$ cat src/rtl/sram_arb_pkg.sv
// Shared types and helpers for the two-port SRAM arbiter.
//   slot_state_t : per-port response slot state
//   SRAM_*       : macro geometry the arbiter is built around
//   BWEB_IDLE    : bit-write-enable pattern that writes nothing
//   strb2bweb    : byte strobes (active-high) -> BWEB (active-low, per bit)
package sram_arb_pkg;

   localparam int SRAM_ADDR_W = 14;
   localparam int SRAM_DATA_W = 32;
   localparam int SRAM_STRB_W = SRAM_DATA_W / 8;

   localparam logic [SRAM_DATA_W-1:0] BWEB_IDLE = '1;

   typedef enum logic [1:0] {
      EMPTY,  // no undrained read data
      LIVE,   // response is on the macro Q pins this cycle
      HELD    // response parked in the hold register
   } slot_state_t;

   function automatic logic [SRAM_DATA_W-1:0] strb2bweb(input logic [SRAM_STRB_W-1:0] wstrb);
      logic [SRAM_DATA_W-1:0] bweb;
      for (int k = 0; k < SRAM_STRB_W; k++) begin
         bweb[8*k +: 8] = {8{~wstrb[k]}};
      end
      return bweb;
   endfunction

endpackage

$ cat src/rtl/sram_port_arbiter_if.sv
// One requester port of the SRAM arbiter: single-word request channel plus
// read-response channel.
//   master : the requester (drives req_*, rsp_ready)
//   slave  : the arbiter   (drives req_ready, rsp_valid, rsp_rdata)
interface sram_port_arbiter_if #(
   parameter int ADDR_W = 14,
   parameter int DATA_W = 32
) ();
   logic                  req_valid;
   logic                  req_ready;
   logic                  req_we;
   logic [ADDR_W-1:0]     req_addr;
   logic [DATA_W-1:0]     req_wdata;
   logic [DATA_W/8-1:0]   req_wstrb;
   logic                  rsp_valid;
   logic [DATA_W-1:0]     rsp_rdata;
   logic                  rsp_ready;

   modport master (
      output req_valid, req_we, req_addr, req_wdata, req_wstrb, rsp_ready,
      input  req_ready, rsp_valid, rsp_rdata
   );

   modport slave (
      input  req_valid, req_we, req_addr, req_wdata, req_wstrb, rsp_ready,
      output req_ready, rsp_valid, rsp_rdata
   );
endinterface

$ cat src/rtl/sram_rsp_slot.sv
// Per-port read-response slot: tracks one outstanding read and parks the
// macro output in a hold register when the consumer stalls, because the
// other port may reuse the macro and overwrite Q on the next cycle.
//   ACLK/ARESETn : clock, synchronous active-low reset
//   grant_rd     : a read for this port is issued to the macro this cycle
//   rsp_ready    : consumer accepts the response this cycle
//   q            : macro read data
//   rsp_valid    : response present
//   rsp_rdata    : response data (live Q or held copy)
//   slot_free    : no undrained response
module sram_rsp_slot
   import sram_arb_pkg::*;
#(
   parameter int DATA_W = SRAM_DATA_W
) (
   input  logic              ACLK,
   input  logic              ARESETn,
   input  logic              grant_rd,
   input  logic              rsp_ready,
   input  logic [DATA_W-1:0] q,
   output logic              rsp_valid,
   output logic [DATA_W-1:0] rsp_rdata,
   output logic              slot_free
);

   slot_state_t       state_q, state_d;
   logic [DATA_W-1:0] hold_q, hold_d;

   // hold register is data only; it is never observed in EMPTY
   always_ff @(posedge ACLK) begin
      if (!ARESETn) state_q <= EMPTY;
      else          state_q <= state_d;
      hold_q <= hold_d;
   end

   always_comb begin
      state_d = state_q;
      hold_d  = hold_q;
      case (state_q)
         EMPTY: if (grant_rd) state_d = LIVE;
         LIVE: begin
            if (rsp_ready) begin
               state_d = grant_rd ? LIVE : EMPTY;
            end else begin
               // Q may be clobbered by the next access of either port
               hold_d  = q;
               state_d = HELD;
            end
         end
         HELD: if (rsp_ready) state_d = grant_rd ? LIVE : EMPTY;
         default: state_d = EMPTY;
      endcase
   end

   always_comb begin
      rsp_valid = ARESETn && (state_q != EMPTY);
      rsp_rdata = (state_q == HELD) ? hold_q : q;
      slot_free = (state_q == EMPTY);
   end

endmodule

$ cat src/rtl/sram_port_arbiter.sv
// Two-port round-robin arbiter in front of a single-port SRAM macro.
// Drives the macro pins directly; reads return one cycle after grant.
//   ACLK/ARESETn        : clock, synchronous active-low reset
//   p0, p1              : requester ports (req/rsp channels)
//   CEB, WEB, BWEB, A, D: macro controls (active-low enables), address, wdata
//   Q                   : macro read data, valid the cycle after a read
module sram_port_arbiter
   import sram_arb_pkg::*;
#(
   parameter int ADDR_W = SRAM_ADDR_W,
   parameter int DATA_W = SRAM_DATA_W
) (
   input  logic               ACLK,
   input  logic               ARESETn,
   sram_port_arbiter_if.slave p0,
   sram_port_arbiter_if.slave p1,
   output logic               CEB,
   output logic               WEB,
   output logic [DATA_W-1:0]  BWEB,
   output logic [ADDR_W-1:0]  A,
   output logic [DATA_W-1:0]  D,
   input  logic [DATA_W-1:0]  Q
);

   logic                           last_grant_q, last_grant_d;
   logic [1:0]                     req_valid, req_we, rsp_ready;
   logic [1:0][ADDR_W-1:0]         req_addr;
   logic [1:0][DATA_W-1:0]         req_wdata;
   logic [1:0][DATA_W/8-1:0]       req_wstrb;
   logic [1:0]                     slot_free, rsp_valid, elig, gnt;
   logic [1:0][DATA_W-1:0]         rsp_rdata;
   logic                           sel;

   assign req_valid = {p1.req_valid, p0.req_valid};
   assign req_we    = {p1.req_we,    p0.req_we};
   assign rsp_ready = {p1.rsp_ready, p0.rsp_ready};
   assign req_addr  = {p1.req_addr,  p0.req_addr};
   assign req_wdata = {p1.req_wdata, p0.req_wdata};
   assign req_wstrb = {p1.req_wstrb, p0.req_wstrb};

   assign p0.req_ready = gnt[0];
   assign p1.req_ready = gnt[1];
   assign p0.rsp_valid = rsp_valid[0];
   assign p1.rsp_valid = rsp_valid[1];
   assign p0.rsp_rdata = rsp_rdata[0];
   assign p1.rsp_rdata = rsp_rdata[1];

   for (genvar i = 0; i < 2; i++) begin : g_slot
      sram_rsp_slot #(.DATA_W(DATA_W)) u_slot (
         .ACLK      (ACLK),
         .ARESETn   (ARESETn),
         .grant_rd  (gnt[i] & ~req_we[i]),
         .rsp_ready (rsp_ready[i]),
         .q         (Q),
         .rsp_valid (rsp_valid[i]),
         .rsp_rdata (rsp_rdata[i]),
         .slot_free (slot_free[i])
      );
   end

   always_ff @(posedge ACLK) begin
      if (!ARESETn) last_grant_q <= 1'b1;
      else          last_grant_q <= last_grant_d;
   end

   // A read may only issue if its slot drains this cycle at the latest;
   // writes never occupy the slot.
   always_comb begin
      elig = req_valid & (slot_free | req_we | rsp_ready);
      gnt  = '0;
      if (ARESETn) begin
         if (elig == 2'b11) gnt = last_grant_q ? 2'b01 : 2'b10;
         else               gnt = elig;
      end
      last_grant_d = last_grant_q;
      if      (gnt[0]) last_grant_d = 1'b0;
      else if (gnt[1]) last_grant_d = 1'b1;
   end

   always_comb begin
      sel  = gnt[1];
      CEB  = 1'b1;
      WEB  = 1'b1;
      BWEB = BWEB_IDLE;
      A    = '0;
      D    = '0;
      if (|gnt) begin
         CEB = 1'b0;
         A   = req_addr[sel];
         if (req_we[sel]) begin
            WEB  = 1'b0;
            D    = req_wdata[sel];
            BWEB = strb2bweb(req_wstrb[sel]);
         end
      end
   end

endmodule

$ cat src/flat_wrapper.sv
// flat-port wrapper written by rule: the top's interface ports become plain ports
module sram_port_arbiter_flat import sram_arb_pkg::*;
#(
   parameter int ADDR_W = SRAM_ADDR_W,
   parameter int DATA_W = SRAM_DATA_W
)
  (ACLK, ARESETn, CEB, WEB, BWEB, A, D, Q, p0_req_valid, p0_req_we, p0_req_addr, p0_req_wdata, p0_req_wstrb, p0_rsp_ready, p0_req_ready, p0_rsp_valid, p0_rsp_rdata, p1_req_valid, p1_req_we, p1_req_addr, p1_req_wdata, p1_req_wstrb, p1_rsp_ready, p1_req_ready, p1_rsp_valid, p1_rsp_rdata);
  sram_port_arbiter_if #(.ADDR_W(ADDR_W), .DATA_W(DATA_W)) p0_i ();
  sram_port_arbiter_if #(.ADDR_W(ADDR_W), .DATA_W(DATA_W)) p1_i ();
  input  logic ACLK;
  input  logic ARESETn;
  output logic CEB;
  output logic WEB;
  output logic [DATA_W-1:0] BWEB;
  output logic [ADDR_W-1:0] A;
  output logic [DATA_W-1:0] D;
  input  logic [DATA_W-1:0] Q;
  input wire logic [$bits(p0_i.req_valid)-1:0] p0_req_valid;
  input wire logic [$bits(p0_i.req_we)-1:0] p0_req_we;
  input wire logic [$bits(p0_i.req_addr)-1:0] p0_req_addr;
  input wire logic [$bits(p0_i.req_wdata)-1:0] p0_req_wdata;
  input wire logic [$bits(p0_i.req_wstrb)-1:0] p0_req_wstrb;
  input wire logic [$bits(p0_i.rsp_ready)-1:0] p0_rsp_ready;
  output wire logic [$bits(p0_i.req_ready)-1:0] p0_req_ready;
  output wire logic [$bits(p0_i.rsp_valid)-1:0] p0_rsp_valid;
  output wire logic [$bits(p0_i.rsp_rdata)-1:0] p0_rsp_rdata;
  input wire logic [$bits(p1_i.req_valid)-1:0] p1_req_valid;
  input wire logic [$bits(p1_i.req_we)-1:0] p1_req_we;
  input wire logic [$bits(p1_i.req_addr)-1:0] p1_req_addr;
  input wire logic [$bits(p1_i.req_wdata)-1:0] p1_req_wdata;
  input wire logic [$bits(p1_i.req_wstrb)-1:0] p1_req_wstrb;
  input wire logic [$bits(p1_i.rsp_ready)-1:0] p1_rsp_ready;
  output wire logic [$bits(p1_i.req_ready)-1:0] p1_req_ready;
  output wire logic [$bits(p1_i.rsp_valid)-1:0] p1_rsp_valid;
  output wire logic [$bits(p1_i.rsp_rdata)-1:0] p1_rsp_rdata;
  assign p0_i.req_valid = p0_req_valid;
  assign p0_i.req_we = p0_req_we;
  assign p0_i.req_addr = p0_req_addr;
  assign p0_i.req_wdata = p0_req_wdata;
  assign p0_i.req_wstrb = p0_req_wstrb;
  assign p0_i.rsp_ready = p0_rsp_ready;
  assign p0_req_ready = p0_i.req_ready;
  assign p0_rsp_valid = p0_i.rsp_valid;
  assign p0_rsp_rdata = p0_i.rsp_rdata;
  assign p1_i.req_valid = p1_req_valid;
  assign p1_i.req_we = p1_req_we;
  assign p1_i.req_addr = p1_req_addr;
  assign p1_i.req_wdata = p1_req_wdata;
  assign p1_i.req_wstrb = p1_req_wstrb;
  assign p1_i.rsp_ready = p1_rsp_ready;
  assign p1_req_ready = p1_i.req_ready;
  assign p1_rsp_valid = p1_i.rsp_valid;
  assign p1_rsp_rdata = p1_i.rsp_rdata;
  sram_port_arbiter #(.ADDR_W(ADDR_W), .DATA_W(DATA_W)) u_core (.ACLK(ACLK), .ARESETn(ARESETn), .p0(p0_i), .p1(p1_i), .CEB(CEB), .WEB(WEB), .BWEB(BWEB), .A(A), .D(D), .Q(Q));
endmodule
$ cat config.mk
export PLATFORM = sky130hd
export DESIGN_NAME = sram_port_arbiter_flat
export DESIGN_NICKNAME = d
export VERILOG_FILES = /design/src/rtl/sram_arb_pkg.sv /design/src/rtl/sram_port_arbiter_if.sv /design/src/rtl/sram_rsp_slot.sv /design/src/rtl/sram_port_arbiter.sv /design/src/flat_wrapper.sv
export SDC_FILE = /design/constraint.sdc
export NUM_CORES = 1
export LEC_CHECK = 0
export BUFFER_PORTS_ARGS = -buffer_cell sky130_fd_sc_hd__buf_2
export CAP_MARGIN = 40
export CELL_PAD_IN_SITES_DETAIL_PLACEMENT = 1
export CELL_PAD_IN_SITES_GLOBAL_PLACEMENT = 1
export CORE_MARGIN = 4
export CORE_UTILIZATION = 27
export DETAILED_ROUTE_END_ITERATION = 7
export PLACE_DENSITY = 0.81
export SYNTH_ARGS = -nofsm -noshare
export SYNTH_HDL_FRONTEND = slang
export SYNTH_SLANG_ARGS = --single-unit
$ cat constraint.sdc
create_clock -name ACLK -period 3.4 [get_ports ACLK]
set_input_delay 0.17 -clock ACLK [delete_from_list [all_inputs] [get_ports ACLK]]
set_output_delay 0.17 -clock ACLK [all_outputs]
set_load 0.1 [all_outputs]
* After elaboration in Yosys (flattened, before gate mapping)
Cells that the tools add are included.
Operators by class: order comparisons 1, eq/ne operators 9, muxes and demuxes 33, bitwise logic cells 13, reduce and logical (&&, ||, !) cells 12
Operators by type and width (number):
- $mux 32 | 8
- $mux 14 | 3
- $mux 2 | 9
- $pmux 2 s3 | 2
- $mux 1 | 9
- $mux 4 | 2
- $ne 2x2->1 const B | 4
- $not 1->1 | 8
- $reduce_and 2->1 | 4
- $eq 2x2->1 const B | 3
- $reduce_bool 2->1 | 3
- $eq 2x1->1 const B | 2
- $logic_not 2->1 | 2
- $or 2x2->2 | 2
- $and 1x1->1 | 2
- $and 2x2->2 | 1
- $logic_and 1x1->1 | 2
- $lt 1x2->1 const B | 1
- $reduce_or 2->1 | 1
Word-level totals: register bits after elaboration 69, input bits 140, word-level logic and storage cells 73

* Longest topological paths before layout
Gate-level depths: netlist (run 1).
depth after elaboration 12, gate-level depth with buffers 6, gate-level depth less buffers 4

* Hierarchy
Synthesis (run 1) repeated with hierarchy kept, for this count alone.
Unflattened totals: cell total of the unflattened synthesis 362, area, all modules 4700.8 µm²
By module, submodules not included:
- sram_rsp_slot | times used 2, cells each 80, area each 1605.3 µm², sequential area each 1001.0 µm²
- sram_port_arbiter | times used 1, cells each 202, area each 1490.2 µm², sequential area each 20.0 µm²

* Least setup slack after synthesis (run 1)
Ideal clock, no wire load.
kind reg2reg, start point reg u_core.g_slot[0].u_slot.state_q[0], end point reg u_core.g_slot[0].u_slot.hold_q[0] (enable), data arrival time 2.812 ns, required time 2.932 ns, path slack 0.120 ns, cell stages (with the launch flop) 2, path through dfxtp_1 nor3b_1
Between the ends: cells in the longest elaborated chain, start to end 2
RTL lines:
- start, declared | RTL line sram_rsp_slot.sv:26 | slot_state_t state_q, state_d;
- start signal, assigned | RTL line sram_rsp_slot.sv:32 | else state_q <= state_d;
- $eq 2x1->1 | RTL line sram_rsp_slot.sv:39 | case (state_q)
- $reduce_and 2->1 (no source line)
- end signal, assigned | RTL line sram_rsp_slot.sv:33 | hold_q <= hold_d;
- end, declared | RTL line sram_rsp_slot.sv:27 | logic [DATA_W-1:0] hold_q, hold_d;
Every way passes these cells. A chain may end at the register's enable or synchronous reset.

* Final worst setup path (run 1)
start point reg u_core.g_slot[0].u_slot.state_q[0], end point out D[29]
Between the ends: cells in the longest elaborated chain, start to end 11
RTL lines:
- $logic_not 2->1 (*) | RTL line sram_rsp_slot.sv:58 | slot_free = (state_q == EMPTY);
- $or 2x2->2 (*) (2 in series) | RTL line sram_port_arbiter.sv:69 | elig = req_valid & (slot_free | req_we | rsp_ready);
- $and 2x2->2 (*) | RTL line sram_port_arbiter.sv:69
- $eq 2x2->1 | RTL line sram_port_arbiter.sv:72 | if (elig == 2'b11) gnt = last_grant_q ? 2'b01 : 2'b10;
- $mux 2 (*) | RTL line sram_port_arbiter.sv:72
- $mux 2 (*) | RTL line sram_port_arbiter.sv:71 | if (ARESETn) begin
- $mux 32 (implied by the code) or $mux 1 (tied branches) (2 in series) | RTL line sram_port_arbiter.sv:92, sram_port_arbiter.sv:90
- $mux 32 | RTL line sram_port_arbiter.sv:90 | if (req_we[sel]) begin
- $mux 32 (*) | RTL line sram_port_arbiter.sv:87 | if (|gnt) begin
- end, declared | RTL line flat_wrapper.sv:16 | output logic [DATA_W-1:0] D;
Mark *: on every way between the ends. The rest lies on a longest branch, timed or not. The select of a mux whose other input is x is not followed.

==> results.cfg, run 1 <==
[outcome]
status = finished, final reports clean

[route]
ant_nets = 0
wl_mm = 14.3
post-route-drc-count = 0
route.vias.total = 3836
drt-vias-per-instance = 4.89
drt_iter0_markers = 121
first_pass_iters = 4
routedWlPerCell_um = 18.2

[clocking]
htree_levels = 3
numClockSinks = 69
cts_hold_buf = 0
clk_pin_slew_worst_paths_ps = 50
cts_tree = yes
cts_setup_buffers = 0
root_buffer = clkbuf_16
cts_resized = 0
numCtsBuffers = 9
cts_buffer_depth = 2
insertion_delay_ps = 330

[placed_design]
place_inst = 771
io_buffer_count = 287
globalplace.congestion = 0.871
dp_hpwl_mm = 11.0

[min_path]
hold_path_depth = 1
hp-start = Q[17]
min-delay-path-class = in -> reg
worstHoldEndpoint = u_core.g_slot[0].u_slot.hold_q[17]$_DFFE_PP_

[floorplan]
chipWidth_um = 131
placementRows = 44
dieArea_um2 = 17200
die_y_um = 131
start_util = 0.279
core_area_um2 = 14700
io_pins = 288

[grt]
antenna_found_initial = 0
grt_pass1_vias = 4140
grt_first_pass_wirelength_mm = 22.4
grt_max_degree = 39
grtUsageTotal = 0.159
overflow = 0

[timing]
clock_skew_ps = 7.45
worst_pin_slew_ps = 721
fmax_ghz = 0.342
hold_slack_ps = 56.5
maxSlewViolCount = 0
relSlewSlack = 0.518
finalSetupViolations = 0
fin_setup_tns_ps = 0
finalCritPeriodShare = 0.860
rsz0062_at_grt = false
finalCriticalPeriod_ps = 2920
hold_viol = 0

[layout]
n_antenna_cell = 0
finalNonFillerCells = 784
final_common_cell = buf_2
area_growth_syn_to_layout_pct = 40.6
mostFrequentLayoutCells = 287 x buf_2, 64 x edfxtp_1, 58 x mux2_2
fillers = 1694
drive_gt1_frac = 0.628
fin_nets = 738

[pwr]
ir_drop_mv = 0.232
p_leak_nw = 2.50
p_per_area_nw_per_um2 = 508

[logic_synthesis]
yosysUniqueCellTypes = 33
yosysSeqAreaShare = 0.493
yosys_register_bits = 69
synth_nets = 488
syn_area_per_cell_um2 = 11.8
syn_inst = 348
syn-cell-area_um2 = 4100
yosysWarningCount = 0

[critical_path]
worstReg2RegStart = u_core.g_slot[1].u_slot.state_q[1]$_SDFFE_PN0P_
critPathLaunchType = register
arrival_ps = 2750
r2r_cells = 4
rrSetupSlack_ps = 1730
crit_path_end_kind = primary output
crit_fanout = 27
criticalPathCategory = reg -> out
r2r-end = u_core.g_slot[0].u_slot.state_q[0]$_SDFFE_PN0P_
cp.required_ps = 3230

[flow_run]
maxCapViolations = 0
-- layout make-up --
class | count | area, um2 | share of cell area
multi-input combinational | 217 | 1710 | 0.297
clock buffer | 9 | 225 | 0.0390
tap | 184 | 230 | 0.0399
clock inverter | 4 | 42.5 | 0.00738
sequential | 69 | 2020 | 0.351
inverter | 5 | 18.8 | 0.00325
timing repair buffer | 296 | 1520 | 0.263
-- synth_stat cells (all sizes together) --
cell / number / share of area
a21o: 5 / 0.0092
a21oi: 32 / 0.039
a22o: 15 / 0.032
and3: 2 / 0.0030
buf: 50 / 0.086
clkbuf: 7 / 0.0064
dfxtp: 5 / 0.024
edfxtp: 64 / 0.47
inv: 5 / 0.0046
maj3: 2 / 0.0049
mux2: 64 / 0.18
nand3: 36 / 0.044
nand4: 1 / 0.0030
nor2: 4 / 0.0088
nor2b: 4 / 0.0061
nor3b: 3 / 0.0055
nor4: 1 / 0.0030
o2111a: 1 / 0.0030
o2111ai: 2 / 0.0043
o211ai: 1 / 0.0018
o21ai: 36 / 0.044
o311a: 2 / 0.0049
o311ai: 2 / 0.010
o31ai: 1 / 0.0018
or3: 1 / 0.0015
xor2: 2 / 0.0043
-- routing by layer --
metal / global-route usage / vias to the layer above / wire (um)
li1: - / 1794 / -
met1: 0.185 / 1822 / 5710
met2: 0.277 / 197 / 7020
met3: 0.0493 / 23 / 1200
met4: 0.0595 / 0 / 372
met5: 0 / - / 0
-- power breakdown --
group	switching (mW)	internal [mW]	leakage, nW
sequential	0.00759	0.946	0.620
clock	0.301	0.547	0.132
combinational	0.923	0.203	1.74
total	1.23	1.70	2.50
-- metrics by stage --
stage | setup slack [ps] | power (mW) | cell area, um2 | util
6_report | 475 | 2.93 | 5770 | 0.392
5_1_grt | 234 | 3.04 | 5770 | 0.392
4_1_cts | 439 | 2.96 | 5770 | 0.392
3_5_place_dp | 787 | 2.10 | 5500 | 0.374
3_3_place_gp | 926 | 2.08 | 5480 | 0.373
2_1_floorplan | 120 | 1.90 | 4100 | -
-- critical path, stage by stage (launching register included) --
cell and delay [ps]:
dfxtp_1 450, nor2_2 120, o2111ai_1 230, nand4_2 600, buf_4 430, a21oi_1 140, buf_2 450
-- sequential cells by signal, indices dropped and copies added, names as in the netlist --
| signal | cells |
|---|---|
| u_core.g_slot.u_slot.state_q | 4 |
| u_core.g_slot.u_slot.hold_q | 64 |
| u_core.last_grant_q | 1 |
-- how the worst max path moves through the flow --
stage	depth (start not counted)	start	slack, ps	end
floorplan	1	u_core.g_slot[0].u_slot.state_q[0]$_SDFFE_PN0P_	120	u_core.g_slot[0].u_slot.hold_q[0]$_DFFE_PP_
global placement	6	u_core.g_slot[0].u_slot.state_q[0]$_SDFFE_PN0P_	930	D[29]
detailed placement	6	u_core.g_slot[0].u_slot.state_q[0]$_SDFFE_PN0P_	790	D[27]
CTS	6	u_core.g_slot[0].u_slot.state_q[0]$_SDFFE_PN0P_	440	D[27]
global route	6	u_core.g_slot[0].u_slot.state_q[0]$_SDFFE_PN0P_	230	D[27]
finish	6	u_core.g_slot[0].u_slot.state_q[0]$_SDFFE_PN0P_	480	D[29]
-- logic make-up after synthesis --
kind of cell             synth area share
flip-flops                          0.493
buffers and inverters              0.0970
AO/OA/AOI/OAI                       0.150
XOR/XNOR                          0.00427
multiplexers                        0.176
adder cells (fa/ha/maj)           0.00488
AND/OR/NAND/NOR                    0.0750
No activity file was read; power rests on OpenSTA's default activity.
==> inputs of run 2 (changes only) <==
- CORE_ASPECT_RATIO: not set -> 1.4
- PLACE_DENSITY: 0.81 -> not set
- PLACE_DENSITY_LB_ADDON: not set -> 0.1
==> results.cfg, run 2 (synthesis gave the netlist of run 1 again) <==
[grt]
grtUsageTotal = 0.155
overflow = 0
grt_first_pass_wirelength_mm = 21.9
grt_pass1_vias = 4131
antenna_found_initial = 0
grt_max_degree = 37

[clocking]
insertion_delay_ps = 320
clk_pin_slew_worst_paths_ps = 60
root_buffer = clkbuf_16
htree_levels = 3
numClockSinks = 69
cts_buffer_depth = 2
numCtsBuffers = 9
cts_hold_buf = 0
cts_resized = 0
cts_setup_buffers = 0
cts_tree = yes

[route]
route.vias.total = 3837
wl_met2_mm = 7.27
top_layer = met4
first_pass_iters = 4
drt_iter0_markers = 85
post-route-drc-count = 0
ant_nets = 0
met1Wirelength_mm = 5.20
wl_mm = 13.8
dr_wl_met3_mm = 1.12
routedWlPerCell_um = 17.4
drt-vias-per-instance = 4.83

[floorplan]
chipWidth_um = 112
core_area_um2 = 15000
placementRows = 53
start_util = 0.274
die_y_um = 154
dieArea_um2 = 17300
io_pins = 288

[layout]
drive_gt1_frac = 0.633
regMostFlops = u_core.g_slot.u_slot.hold_q
largest_reg_flops = 64
fin_nets = 738
mostFrequentLayoutCells = 287 x buf_2, 64 x edfxtp_1, 58 x mux2_2
final_common_cell = buf_2
top_regs = u_core.g_slot.u_slot.hold_q: 64 flops, u_core.g_slot.u_slot.state_q: 4 flops, u_core.last_grant_q: 1 flops
area_growth_syn_to_layout_pct = 42.7
fin_area_um2 = 5850
fillers = 1762
n_antenna_cell = 0

[timing]
rsz0062_at_grt = false
clock_skew_ps = 6.58
finalCritPeriodShare = 0.813
finalCriticalPeriod_ps = 2760
relSlewSlack = 0.606
hold_viol = 0
worst_pin_slew_ps = 589
finalSetupViolations = 0
maxSlewViolCount = 0
hold_slack_ps = 63.9
fin_setup_tns_ps = 0
fmax_ghz = 0.362

[critical_path]
critPathTopFamily = buffers and inverters
worstPathCellList = nor2_2 -> o2111ai_1 -> nand4_2 -> buf_4 -> a21oi_1 -> buf_2
crit_path_end_kind = primary output
crit_fanout = 20
cp.required_ps = 3230
arrival_ps = 2590
criticalPathCategory = reg -> out
slowest_delay_ps = 470
rrSetupSlack_ps = 1700
slowest_stage = nand4_2
critPathBufInv = 2
critPathLaunchType = register

[pwr]
p_per_area_nw_per_um2 = 532
p_leak_nw = 2.53
power_mw = 3.11
ir_drop_mv = 0.221

[placed_design]
globalplace.congestion = 0.779
io_buffer_count = 287
placed_area_um2 = 5520
dp_hpwl_mm = 10.4

[flow_run]
maxCapViolations = 0

[outcome]
status = finished, final reports clean

[min_path]
min-delay-path-class = in -> reg
run 2: cell count changes in the layout (fill, tap and decap cells not counted), sizes merged:
cell    delta
bufinv     +2
run 2: metrics by stage:
step | std cells | util | setup slack [ps]
final | 794 | 0.391 | 636
after global routing | 794 | 0.391 | 356
after CTS | 794 | 0.391 | 584
after detailed placement | 779 | 0.368 | 941
after global placement | 779 | 0.368 | 997
after floorplan | 348 | - | 120
run 2: cell type report:
type	instances	area (um2)	share of cell area
Multi-Input combinational cell	217	1720	0.294
Tap cell	192	240	0.0410
Clock buffer	9	225	0.0385
Clock inverter	6	113	0.0192
Timing Repair Buffer	296	1520	0.259
Sequential cell	69	2020	0.345
Inverter	5	18.8	0.00321
run 2: power by group:
part | leakage, nW | switching (mW) | internal [mW]
combinational | 1.75 | 0.915 | 0.203
clock | 0.165 | 0.330 | 0.713
sequential | 0.620 | 0.00731 | 0.945
run 2: path summary, 6_finish.rpt:
kind	end	start	depth (start not counted)
setup / recovery	D[4]	u_core.g_slot[1].u_slot.state_q[0]$_SDFFE_PN0P_	6
hold reg to reg	u_core.last_grant_q$_SDFFE_PN1P_	u_core.last_grant_q$_SDFFE_PN1P_	1
setup reg to reg	u_core.g_slot[1].u_slot.state_q[0]$_SDFFE_PN0P_	u_core.g_slot[0].u_slot.state_q[1]$_SDFFE_PN0P_	4
hold / removal	u_core.g_slot[0].u_slot.hold_q[12]$_DFFE_PP_	Q[12]	1
run 2: layer usage:
| metal | vias to the layer above | track usage |
|---|---|---|
| met1 | 1831 | 0.171 |
| met4 | 0 | 0.0447 |
| li1 | 1810 | - |
| met3 | 15 | 0.0429 |
| met2 | 181 | 0.286 |
| met5 | - | 0 |
==> inputs of run 3 (changes only) <==
- ABC_AREA: not set -> 1
- CORE_UTILIZATION: 27 -> 30
- clock period: 3.4 -> 2.65 ns (I/O delays scaled with it)
==> results.cfg, run 3 <==
[logic_synthesis]
yosysWarningCount = 0
syn-cell-area_um2 = 4260
yosysMostFrequentCell = nand2_1
yosysUniqueCellTypes = 22
syn_area_per_cell_um2 = 9.56
synth_xor_area_frac = 0
synthTopCellsByArea = edfxtp_1 45%, mux2_2 17%, nand2_1 11%
yosysSeqAreaShare = 0.474
synth_nets = 586
synthMuxAreaShare = 0.169
yosysTopAreaCell = edfxtp_1
synthAdderAreaFrac = 0
synth_compound_gate_area_share = 0.00293
yosys_register_bits = 69
ys_top_cells_by_count = 121 x nand2_1, 64 x edfxtp_1, 64 x mux2_2
synth_top_family_by_area = simple AND/OR/NAND/NOR gates
synth_top_area_share = 0.451
synthFlopType = edfxtp_1
yosys.area_share.simple = 0.229
async_flop_share = 0
syn_inst = 446
synth_edf_count = 64

[route]
drt_iter0_markers = 120
route.vias.total = 4029
ant_nets = 0
first_pass_iters = 4
routedWlPerCell_um = 16.8
post-route-drc-count = 0
drt-vias-per-instance = 4.48
wl_mm = 15.1

[clocking]
cts_buffer_depth = 2
numCtsBuffers = 9
cts_tree = yes
numClockSinks = 69
insertion_delay_ps = 330
clk_pin_slew_worst_paths_ps = 60
cts_hold_buf = 0
htree_levels = 3
root_buffer = clkbuf_16

[timing]
worst_pin_slew_ps = 732
rsz0062_at_grt = true
relSlewSlack = 0.510
clock_skew_ps = 9.09
hold_viol = 0
finalCriticalPeriod_ps = 2500
finalCritPeriodShare = 0.943
maxSlewViolCount = 0
fmax_ghz = 0.400
finalSetupViolations = 0
fin_setup_tns_ps = 0

[floorplan]
start_util = 0.307
dieArea_um2 = 16200
core_area_um2 = 13900
placementRows = 51
chipWidth_um = 109
die_y_um = 149
io_pins = 288

[critical_path]
arrival_ps = 2370
critPathLaunchType = register
cp.required_ps = 2520
rrSetupSlack_ps = 1080
criticalPathCategory = reg -> out
crit_path_end_kind = primary output
crit_fanout = 33

[layout]
fin_nets = 846
ff_latch_area_um2 = 2020
mostFrequentLayoutCells = 222 x buf_2, 121 x nand2_1, 66 x buf_12
final_core_util = 0.502
fillers = 1660
top_regs = u_core.g_slot.u_slot.hold_q: 64 flops, u_core.g_slot.u_slot.state_q: 4 flops, u_core.last_grant_q: 1 flops
final_common_cell = buf_2
area_growth_syn_to_layout_pct = 63.7
largest_reg_flops = 64
drive_gt1_frac = 0.574
regMostFlops = u_core.g_slot.u_slot.hold_q
multi_input_area_um2 = 1730

[grt]
grt_max_degree = 37
overflow = 0
grt_pass1_vias = 4310
antenna_found_initial = 1
grtUsageTotal = 0.181
grt_first_pass_wirelength_mm = 22.8

[placed_design]
globalplace.congestion = 0.787
io_buffer_count = 287
dp_hpwl_mm = 12.1

[min_path]
min-delay-path-class = in -> reg

[pwr]
ir_drop_mv = 0.286
p_leak_nw = 3.41
p_per_area_nw_per_um2 = 604

[outcome]
status = finished, final reports clean

[flow_run]
maxCapViolations = 0
run 3: layout make-up:
cell class | count | share of cell area
repair buffers | 298 | 0.359
multi-input cells | 283 | 0.248
clock buffers | 9 | 0.0323
well taps | 185 | 0.0332
inverters | 45 | 0.0246
diodes | 3 | 0.00108
flip-flops and latches | 69 | 0.290
clock inverters | 7 | 0.0115
run 3: cell families (layout without fill, tap and decap cells):
family / Yosys count / after routing
multiplexers: 64 / 64
buffers and inverters: 94 / 359
other: 0 / 3
AO/OA/AOI/OAI: 2 / 2
flip-flops: 69 / 69
AND/OR/NAND/NOR: 217 / 217
run 3: final timing paths:
| check | start | endpoint | cells past startpoint |
|---|---|---|---|
| setup / recovery | u_core.g_slot[1].u_slot.state_q[1]$_SDFFE_PN0P_ | D[20] | 11 |
| hold / removal | p0_req_we | u_core.g_slot[0].u_slot.state_q[0]$_SDFFE_PN0P_ | 2 |
| setup reg to reg | u_core.g_slot[0].u_slot.state_q[1]$_SDFFE_PN0P_ | u_core.g_slot[0].u_slot.hold_q[29]$_DFFE_PP_ | 2 |
| hold reg to reg | u_core.g_slot[1].u_slot.state_q[0]$_SDFFE_PN0P_ | u_core.g_slot[1].u_slot.state_q[0]$_SDFFE_PN0P_ | 3 |
run 3: worst max-delay path, stage by stage, from the launching register on:
cell	delay (ps)
dfxtp_1	420
inv_2	50
nand2_2	60
nand2_2	70
nand2_4	90
nor2_8	40
nand2_4	240
inv_4	150
nand2_4	130
nand2_4	250
nor2_1	310
buf_12	210
run 3: per-stage QoR:
step                      cells  hold slack [ps]  instance area (um2)  power, mW  setup slack (ps)
after global placement      880              345                 6660       3.03               563
after detailed placement    880              353                 6660       3.05               460
final                       899             15.6                 6980       4.22               152
after CTS                   896             3.95                 6970       4.27              89.3
after global routing        897             4.06                 6970       4.38             -49.9
after floorplan             446              209                 4270       2.56              4.52
run 3: metal layers:
layer,part of all wire,up-vias,GRT usage
li1,-,1961,-
met5,0,-,0
met1,0.34,1887,0.186
met4,0.027,0,0.0720
met3,0.073,21,0.0498
met2,0.56,160,0.342
run 3: timing repair:
| action | in CTS | in global routing |
|---|---|---|
| setup endpoints to repair | 0 | 22 |
| resized for setup | 0 | 1 |
| setup buffers | 0 | 0 |
run 3: report_power, final:
| part | internal [mW] | switching [mW] |
|---|---|---|
| Sequential | 1.21 | 0.00641 |
| Combinational | 0.452 | 1.34 |
| Clock | 0.739 | 0.463 |
